===== config.mk =====
export PLATFORM = sky130hd
export DESIGN_NAME = cordic_atanh_arbiter
export DESIGN_NICKNAME = d
export VERILOG_FILES = /design/src/rtl/cordic_atanh_arbiter.sv
export SDC_FILE = /design/constraint.sdc
export NUM_CORES = 1
export LEC_CHECK = 0
export ABC_CLOCK_PERIOD_IN_PS = 3700
export BUFFER_PORTS_ARGS = -buffer_cell sky130_fd_sc_hd__clkbuf_2
export CAP_MARGIN = 30
export CORE_UTILIZATION = 25
export CTS_BUF_LIST = sky130_fd_sc_hd__clkbuf_4
export CTS_CLUSTER_DIAMETER = 40
export DETAILED_ROUTE_END_ITERATION = 10
export PLACE_DENSITY = 0.53
export SYNTH_ARGS = -nofsm -noshare
export SYNTH_HDL_FRONTEND = slang
export SYNTH_SLANG_ARGS = --single-unit

===== constraint.sdc =====
create_clock -name clk -period 3.7 [get_ports clk]
set_input_delay 0.185 -clock clk [delete_from_list [all_inputs] [get_ports clk]]
set_output_delay 0.185 -clock clk [all_outputs]
set_load 0.005 [all_outputs]

===== src/rtl/cordic_atanh_arbiter.sv =====
// Round-robin front end sharing one atanh core among NUM_REQ requesters.
// Out-of-range samples bypass the core; a tag FIFO returns every response in acceptance order.
module cordic_atanh_arbiter #(
  parameter int NUM_REQ = 4,
  parameter int IN_W    = 10,
  parameter int OUT_W   = 32,
  parameter int DEPTH   = 8
) (
  input  logic                    clk,
  input  logic                    rst_n,
  input  logic [NUM_REQ-1:0]      req_valid,
  output logic [NUM_REQ-1:0]      req_ready,
  input  logic [NUM_REQ*IN_W-1:0] req_data,
  output logic                    core_in_valid,
  input  logic                    core_in_ready,
  output logic [IN_W-1:0]         core_in_data,
  input  logic                    core_out_valid,
  output logic                    core_out_ready,
  input  logic [OUT_W-1:0]        core_out_data,
  output logic [NUM_REQ-1:0]      rsp_valid,
  input  logic [NUM_REQ-1:0]      rsp_ready,
  output logic [OUT_W-1:0]        rsp_data,
  output logic                    busy,
  output logic [15:0]             issued_cnt,
  output logic [15:0]             sat_cnt,
  output logic                    err_orphan
);

  localparam int ID_W  = (NUM_REQ > 1) ? $clog2(NUM_REQ) : 1;
  localparam int PTR_W = (DEPTH > 1) ? $clog2(DEPTH) : 1;

  localparam logic signed [IN_W-1:0] POS_LIM = IN_W'(255);
  localparam logic signed [IN_W-1:0] NEG_LIM = IN_W'(-255);

  localparam logic [OUT_W-1:0] SAT_POS = {1'b0, {(OUT_W-1){1'b1}}};
  localparam logic [OUT_W-1:0] SAT_NEG = {1'b1, {(OUT_W-1){1'b0}}};

  typedef struct packed {
    logic [ID_W-1:0] id;
    logic            sat;
    logic            sign;
  } tag_t;

  logic [ID_W-1:0]  rr_ptr;
  tag_t             fifo_mem [DEPTH];
  logic [PTR_W-1:0] wr_ptr;
  logic [PTR_W-1:0] rd_ptr;
  logic [PTR_W:0]   count;
  logic             fifo_full;
  logic             fifo_empty;

  logic             any_valid;
  logic [ID_W-1:0]  grant;
  logic [ID_W-1:0]  scan_idx;
  logic [IN_W-1:0]  chosen;
  logic             chosen_sat;
  logic             accept;
  logic             pop;
  tag_t             head;

  assign fifo_full  = (count == (PTR_W+1)'(DEPTH));
  assign fifo_empty = (count == '0);
  assign busy       = !fifo_empty;

  // First valid requester at or after rr_ptr, scanning upward with wrap.
  always_comb begin
    any_valid = 1'b0;
    grant     = '0;
    scan_idx  = '0;
    for (int k = 0; k < NUM_REQ; k++) begin
      scan_idx = ID_W'((int'(rr_ptr) + k) % NUM_REQ);
      if (!any_valid && req_valid[scan_idx]) begin
        any_valid = 1'b1;
        grant     = scan_idx;
      end
    end
  end

  always_comb begin
    chosen = '0;
    for (int i = 0; i < NUM_REQ; i++) begin
      if (grant == ID_W'(i)) chosen = req_data[i*IN_W +: IN_W];
    end
    chosen_sat = ($signed(chosen) > POS_LIM) || ($signed(chosen) < NEG_LIM);
  end

  // rst_n is active-high, so the request side is gated off while it is asserted.
  always_comb begin
    accept        = !rst_n && any_valid && !fifo_full && (chosen_sat || core_in_ready);
    core_in_valid = !rst_n && any_valid && !fifo_full && !chosen_sat;
    core_in_data  = chosen;
    req_ready     = accept ? (NUM_REQ'(1) << grant) : '0;
  end

  // Saturated heads answer locally; in-range heads pass the core result straight through.
  always_comb begin
    head           = fifo_mem[rd_ptr];
    rsp_valid      = '0;
    rsp_data       = '0;
    core_out_ready = 1'b0;
    if (!fifo_empty) begin
      if (head.sat) begin
        rsp_valid[head.id] = 1'b1;
        rsp_data           = head.sign ? SAT_NEG : SAT_POS;
      end else begin
        rsp_valid[head.id] = core_out_valid;
        rsp_data           = core_out_data;
        core_out_ready     = rsp_ready[head.id];
      end
    end
    pop = !fifo_empty && rsp_valid[head.id] && rsp_ready[head.id];
  end

  always_ff @(posedge clk or posedge rst_n) begin
    if (rst_n) begin
      rr_ptr     <= '0;
      wr_ptr     <= '0;
      rd_ptr     <= '0;
      count      <= '0;
      issued_cnt <= '0;
      sat_cnt    <= '0;
      err_orphan <= 1'b0;
    end else begin
      if (accept) begin
        rr_ptr     <= (grant == ID_W'(NUM_REQ-1)) ? '0 : grant + ID_W'(1);
        wr_ptr     <= (wr_ptr == PTR_W'(DEPTH-1)) ? '0 : wr_ptr + PTR_W'(1);
        issued_cnt <= issued_cnt + 16'd1;
        if (chosen_sat) sat_cnt <= sat_cnt + 16'd1;
      end
      if (pop) begin
        rd_ptr <= (rd_ptr == PTR_W'(DEPTH-1)) ? '0 : rd_ptr + PTR_W'(1);
      end
      case ({accept, pop})
        2'b10:   count <= count + (PTR_W+1)'(1);
        2'b01:   count <= count - (PTR_W+1)'(1);
        default: count <= count;
      endcase
      if (fifo_empty && core_out_valid) err_orphan <= 1'b1;
    end
  end

  // Tag storage needs no reset; occupancy alone decides what is valid.
  always_ff @(posedge clk) begin
    if (accept) begin
      fifo_mem[wr_ptr] <= '{id: grant, sat: chosen_sat, sign: chosen[IN_W-1]};
    end
  end

endmodule

Word level (Yosys, flattened, before mapping)
Memory sizes are Yosys's and may differ from the RTL's.
Cells that the tools add are included.
{"block": "word_totals", "rom_bits": 0, "regBits": 45, "n_memories": 1, "latch_bits": 0, "ramBits": 32, "elab_cells": 100}
{"block": "classes", "eq_ne": 8, "bitwise_logic": 1, "n_mul": 0, "addsub": 10, "mux": 40, "shift": 1, "n_reduce_logical": 24, "order_cmp": 8, "n_div": 0}
{"memory": "fifo_mem", "depth": 8, "width": 4, "rd": 1, "rd_ports_with_merged_regs": 0, "wr": 1, "line": "45", "rtl": "tag_t fifo_mem [DEPTH];"}
{"op": "32-bit two-way mux", "count": 3}
{"op": "10-bit two-way mux", "count": 4}
{"op": "16-bit by 1-bit adder with 16-bit output (second input constant)", "count": 2}
{"op": "2-bit by 3-bit less-than comparator with 1-bit output (second input constant)", "count": 5}
{"op": "1-bit two-way mux", "count": 15}
{"op": "1-bit binary-select mux with 2-bit select", "count": 6}
{"op": "4-bit two-way mux", "count": 3}
{"op": "1-bit logical AND", "count": 11}
{"op": "10-bit by 9-bit greater-than comparator with 1-bit output (second input constant)", "count": 1}
{"op": "10-bit by 9-bit less-than comparator with 1-bit output (second input constant)", "count": 1}
{"op": "2-bit two-way mux", "count": 5}
{"op": "4-bit one-hot mux with 2 select lines", "count": 1}
{"op": "1-bit logical NOT", "count": 7}
{"op": "3-bit by 1-bit adder with 3-bit output (second input constant)", "count": 2}
{"op": "2-bit == test (second input constant)", "count": 3}
{"op": "3-bit == test (second input constant)", "count": 2}
{"op": "3-bit two-way mux", "count": 2}
{"op": "2-bit by 1-bit adder with 2-bit output (second input constant)", "count": 2}
{"op": "2-bit adder (second input constant)", "count": 2}
{"op": "4-bit by 1-bit adder with 4-bit output (second input constant)", "count": 1}
{"op": "4-bit AND", "count": 1}
{"op": "2-bit by 1-bit == test with 1-bit output (second input constant)", "count": 2}
{"op": "4-bit == test (second input constant)", "count": 1}
{"op": "4-bit logical NOT", "count": 1}
{"op": "other kinds (8)", "count": 9}

Logic depth before layout (Yosys ltp)
{"block": "depth", "word_depth": 23, "mapped_depth": 22, "ltp_nobuf": 19}

Worst setup path before layout
OpenSTA, ideal clock, no wires.
{"block": "synth_path", "kind": "flip-flop to flip-flop", "from": "register rr_ptr[0]", "to": "register count[3]", "synth_period_minus_slack_ps": 3890, "setup_slack_ps": -190, "setup_time_ps": 125, "required_ps": 3575, "stages_incl_launch_ff": 21, "arrival_time_ps": 3764, "path_cell_list": "dfrtp_1 nor2_1 a21oi_1 o221ai_1 inv_1 ha_1 nand2b_1 buf_2 o22a_1 and2_1 o21ai_1 o21ai_4 buf_4 inv_1 ha_1 ha_1 a21o_1 a21oi_1 xnor2_1 nor2_1 xor2_1"}
{"block": "synth_between", "elab_chain_cells": 23, "word_cells_on_any_way": 44}
{"item": "start: declaration", "line": "44", "rtl": "logic [ID_W-1:0] rr_ptr;"}
{"item": "start signal: assignment", "line": "125", "rtl": "rr_ptr <= (grant == ID_W'(NUM_REQ-1)) ? '0 : grant + ID_W'(1);"}
{"item": "branches (longest 11 deep; another with 2-bit by 1-bit adder with 2-bit output)"}
{"item": "2-bit two-way mux (*)", "line": "72", "rtl": "if (!any_valid && req_valid[scan_idx]) begin"}
{"item": "named net grant[0]", "line": "53", "rtl": "logic [ID_W-1:0] grant;"}
{"item": "2-bit logical NOT", "line": "82", "rtl": "if (grant == ID_W'(i)) chosen = req_data[i*IN_W +: IN_W];"}
{"item": "10-bit two-way mux (3 in a row)", "line": "82"}
{"item": "10-bit two-way mux (*)", "line": "82"}
{"item": "named net core_in_data[9]", "line": "16", "rtl": "output logic [IN_W-1:0] core_in_data,"}
{"item": "10-bit by 9-bit greater-than comparator with 1-bit output or 10-bit by 9-bit less-than comparator with 1-bit output (tied branches)", "line": "84", "rtl": "chosen_sat = ($signed(chosen) > POS_LIM) || ($signed(chosen) < NEG_LIM);"}
{"item": "1-bit logical OR (*)", "line": "84"}
{"item": "1-bit logical OR (*)", "line": "89", "rtl": "accept = !rst_n && any_valid && !fifo_full && (chosen_sat || core_in_ready);"}
{"item": "1-bit logical AND (*)", "line": "89"}
{"item": "2-bit by 1-bit == test with 1-bit output or 2-bit == test (tied branches)", "line": "133", "rtl": "case ({accept, pop})"}
{"item": "4-bit one-hot mux with 2 select lines or 2-bit nonzero test (tied branches)"}
{"item": "end signal: assignment", "line": "134", "rtl": "2'b10: count <= count + (PTR_W+1)'(1);"}
{"item": "end signal: assignment", "line": "135", "rtl": "2'b01: count <= count - (PTR_W+1)'(1);"}
{"item": "end signal: assignment", "line": "136", "rtl": "default: count <= count;"}
{"item": "end: declaration", "line": "48", "rtl": "logic [PTR_W:0] count;"}
Mark *: on every way through the listed nets, which the timed path passes. The select of a mux whose other input is x is not followed.
A chain may end at the register's enable or synchronous reset.

Final worst setup path
{"block": "layout_path", "from": "register rr_ptr[0]", "to": "register count[3]"}
{"block": "layout_between", "elab_chain_cells": 23, "word_cells_on_any_way": 44}
{"item": "branches (longest 11 deep; another with 2-bit by 1-bit adder with 2-bit output)"}
{"item": "2-bit two-way mux (*)", "line": "72"}
{"item": "named net grant[0]", "line": "53"}
{"item": "2-bit logical NOT", "line": "82"}
{"item": "10-bit two-way mux (3 in a row)", "line": "82"}
{"item": "10-bit two-way mux (*)", "line": "82"}
{"item": "10-bit by 9-bit greater-than comparator with 1-bit output or 10-bit by 9-bit less-than comparator with 1-bit output (tied branches)", "line": "84"}
{"item": "1-bit logical OR (*)", "line": "84"}
{"item": "1-bit logical OR (*)", "line": "89"}
{"item": "1-bit logical AND (*)", "line": "89"}
{"item": "2-bit by 1-bit == test with 1-bit output or 2-bit == test (tied branches)", "line": "133"}
{"item": "4-bit one-hot mux with 2 select lines or 2-bit nonzero test (tied branches)"}
Marked as above.

==> metrics.txt <==
core area=18000 sq um; initial antenna violation count=0; Initial Util=0.255; routability cong.=0.857; area of the die=18900 sq um; largest net degree at the start of global routing=46; HPWL Detailed=9840 um; pwr dens=824 nW/um^2; Worst Clk Skew=0.0169 ns; Cell Int Power=2.91 mW; clock slew at reported path FFs=0.11 ns; relative slew slack=0.610; Max-Cap Viols=0; worst-path maximum fanout=6; yosys warns=0; clock sink count=77; total power=5.08 mW; nets@finish=747; detailed router's first-iteration violation count=257; Slew @ Worst Pin=0.577 ns; clock buffer count from CTS=9; Setup CP Type=flop to flop; Finished Core Util=0.343; arrival time worst endpoint=3.90 ns; CTS HTree Levels=3; Min-Delay Path Class=input port to flop; # fillers=1830; GR Util All Layers=0.135; Final Max Slew Viols=0; status=finished clean; DRT antenna net count=0; # diodes=0; setup violators final=0; final std cells w/o fill=883; Post-Syn Area=4580 sq um; Critical Path RT=4.01 ns; Static Leak=2.88 nW; sequential area share after synthesis=0.456; FMAX=0.278 GHz; ys flop type=dfrtp_1; Net Sw Frac=0.428; syn nets=544; CTS tree=done; Hold Path Depth=5; Cells after Synth=446; crit start category=flop; most frequent cells in the layout=clkbuf_2 (169), nor2_1 (83), dfrtp_1 (45); die span in y=137 um; TNS Setup=0 ns; RSZ-0062 raised after global routing=yes; Flop pwr share=0.275; final worst path period share=0.971; Residual DRC=0; CTS Root Cell=clkbuf_4; # rows=49; DIE WIDTH=137 um; Comb power frac=0.627; global route total overflow=0; Post-synth EDFFs=32; vias in the first global route=4047; path depth of the worst reg2reg path=19; final hold violation count=0; register bit total from synthesis=77; Skew-Pair Late Insertion Delay=0.43 ns; number of placed instances, taps included=857; post-synth cell types=58; DR vias/cell=4.66; Port Buf Inserts=169; Clock Tree Buf Depth=2; Tmin final=3.59 ns; switching power=2.18 mW; CP Capture Type=flop; routed len/inst=14.3 um; layout cell share with drive strength beyond 1=0.422; asr flop ratio synth=0.584; first-pass GRT wire length=19400 um; Layout area overhead=34.7%; Synth Area per Inst=10.3 sq um; maximum vdd drop=0.000609 V; Vias=4112; Total Routed Length=12700 um; Clk network pwr share=0.098; IO Pins=170; most common cell after layout, fill and taps aside=clkbuf_2; router iterations before antenna repair=5
power by group through the flow:
stage / clock network, mW / logic, mW / registers, mW
6_report: 0.499 / 3.19 / 1.40
5_1_grt: 0.560 / 3.59 / 1.44
4_1_cts: 0.527 / 3.09 / 1.39
3_5_place_dp: 0 / 3.04 / 1.41
3_3_place_gp: 0 / 2.99 / 1.40
2_1_floorplan: 0 / 1.90 / 1.35
worst max-delay path, stage by stage (launching register included):
cell      delay, ns
dfrtp_1        0.44
nor2_2         0.12
a21oi_1        0.06
o221ai_2       0.21
inv_2          0.07
buf_6          0.13
ha_4           0.18
and2b_2        0.29
a222oi_1       0.12
nor4_2         0.35
nand3_2        0.17
o21ai_4        0.17
inv_2          0.05
ha_2           0.18
ha_1           0.27
a21o_1         0.17
a21oi_2        0.14
xnor2_1        0.13
nor2_1         0.07
xor2_1         0.14
synthesized netlist by cell type, types with 3 or more instances:
| cell type | number | area, sq um |
|---|---|---|
| nor3_2 | 6 | 60.1 |
| and2_1 | 7 | 43.8 |
| buf_4 | 5 | 37.5 |
| clkbuf_1 | 8 | 30.0 |
| dfrtp_1 | 45 | 1130 |
| nand4_1 | 9 | 56.3 |
| nand3_1 | 11 | 55.1 |
| nand2_1 | 29 | 109 |
| a21oi_1 | 9 | 45.0 |
| xnor2_1 | 19 | 166 |
| edfxtp_1 | 32 | 961 |
| o41ai_1 | 3 | 26.3 |
| inv_1 | 28 | 105 |
| xor2_1 | 15 | 131 |
| nor4_2 | 4 | 50.1 |
| and3_1 | 6 | 37.5 |
| nand2b_1 | 7 | 43.8 |
| o21ai_1 | 4 | 20.0 |
| mux2_2 | 7 | 78.8 |
| nor2_1 | 84 | 315 |
| a222oi_1 | 6 | 60.1 |
| nand3b_1 | 9 | 67.6 |
| o22ai_1 | 8 | 50.1 |
| o21ai_0 | 6 | 30.0 |
| nor3_1 | 5 | 25.0 |
| mux4_1 | 7 | 184 |
| nor3b_1 | 3 | 22.5 |
| buf_6 | 3 | 33.8 |
| a31oi_1 | 6 | 37.5 |
| a21o_1 | 3 | 22.5 |
| ha_1 | 13 | 163 |
| buf_2 | 4 | 20.0 |
final timing paths:
| path | startpoint | endpoint | slack (ns) |
|---|---|---|---|
| max | rr_ptr[0] | count[3] | 0.11 |
| min reg2reg | issued_cnt[15] | issued_cnt[15] | 0.48 |
| min | req_valid[3] | rr_ptr[0] | 0.30 |
| max reg2reg | rr_ptr[0] | count[3] | 0.11 |
| max in group asynchronous | rst_n | sat_cnt[10] | 2.79 |
| min in group asynchronous | rst_n | sat_cnt[11] | 0.52 |
per-stage QoR:
stage | worst slack [ns] | hold WS (ns) | area [sq um]
after global placement | 0.0356 | 0.415 | 5850
final | 0.107 | 0.305 | 6170
after floorplan | 0.000228 | 0.302 | 4600
after global routing | -0.0777 | 0.283 | 6170
after detailed placement | -0.103 | 0.419 | 5850
after CTS | 0.00892 | 0.337 | 6040
cell families (layout without fill, tap and decap cells):
| logic type | after synthesis | in the layout | share of synthesized area |
|---|---|---|---|
| AO/OA/AOI/OAI | 58 | 58 | 0.0910 |
| XOR/XNOR | 34 | 34 | 0.0650 |
| adder cells (fa/ha/maj) | 14 | 14 | 0.0399 |
| buffers and inverters | 49 | 257 | 0.0503 |
| flip-flops | 77 | 77 | 0.456 |
| multiplexers | 21 | 21 | 0.0803 |
| AND/OR/NAND/NOR | 193 | 193 | 0.218 |
sequential cells by signal (all words and copies together), names as in the netlist:
register	cells
fifo_mem	32
issued_cnt	16
sat_cnt	16
count	4
rd_ptr	3
wr_ptr	3
rr_ptr	2
err_orphan	1
area by class of cell:
class	instances	area, sq um	share of cell area
multi-input combinational	320	2360	0.383
sequential	77	2090	0.338
timing repair buffer	212	1190	0.193
tap	229	287	0.0465
inverter	29	109	0.0177
clock buffer	11	82.6	0.0134
clock inverter	5	51.3	0.00832
routing by layer:
layer | vias to the layer above | track usage | part of all wire
met3 | 15 | 0.0357 | 0.071
met2 | 159 | 0.249 | 0.51
met1 | 1954 | 0.150 | 0.41
li1 | 1984 | - | -
met4 | 0 | 0.0366 | 0.012
met5 | - | 0 | 0
what timing repair did:
item                                   4_1_cts  5_1_grt
setup endpoints to repair                    6       23
cloned                                       0        0
setup buffers                                0        8
hold buffers                                 2        0
resized for setup                            7       15
pin swaps                                    3       10
endpoints found under the hold margin       46        0
(Power assumes the default switching activity.)
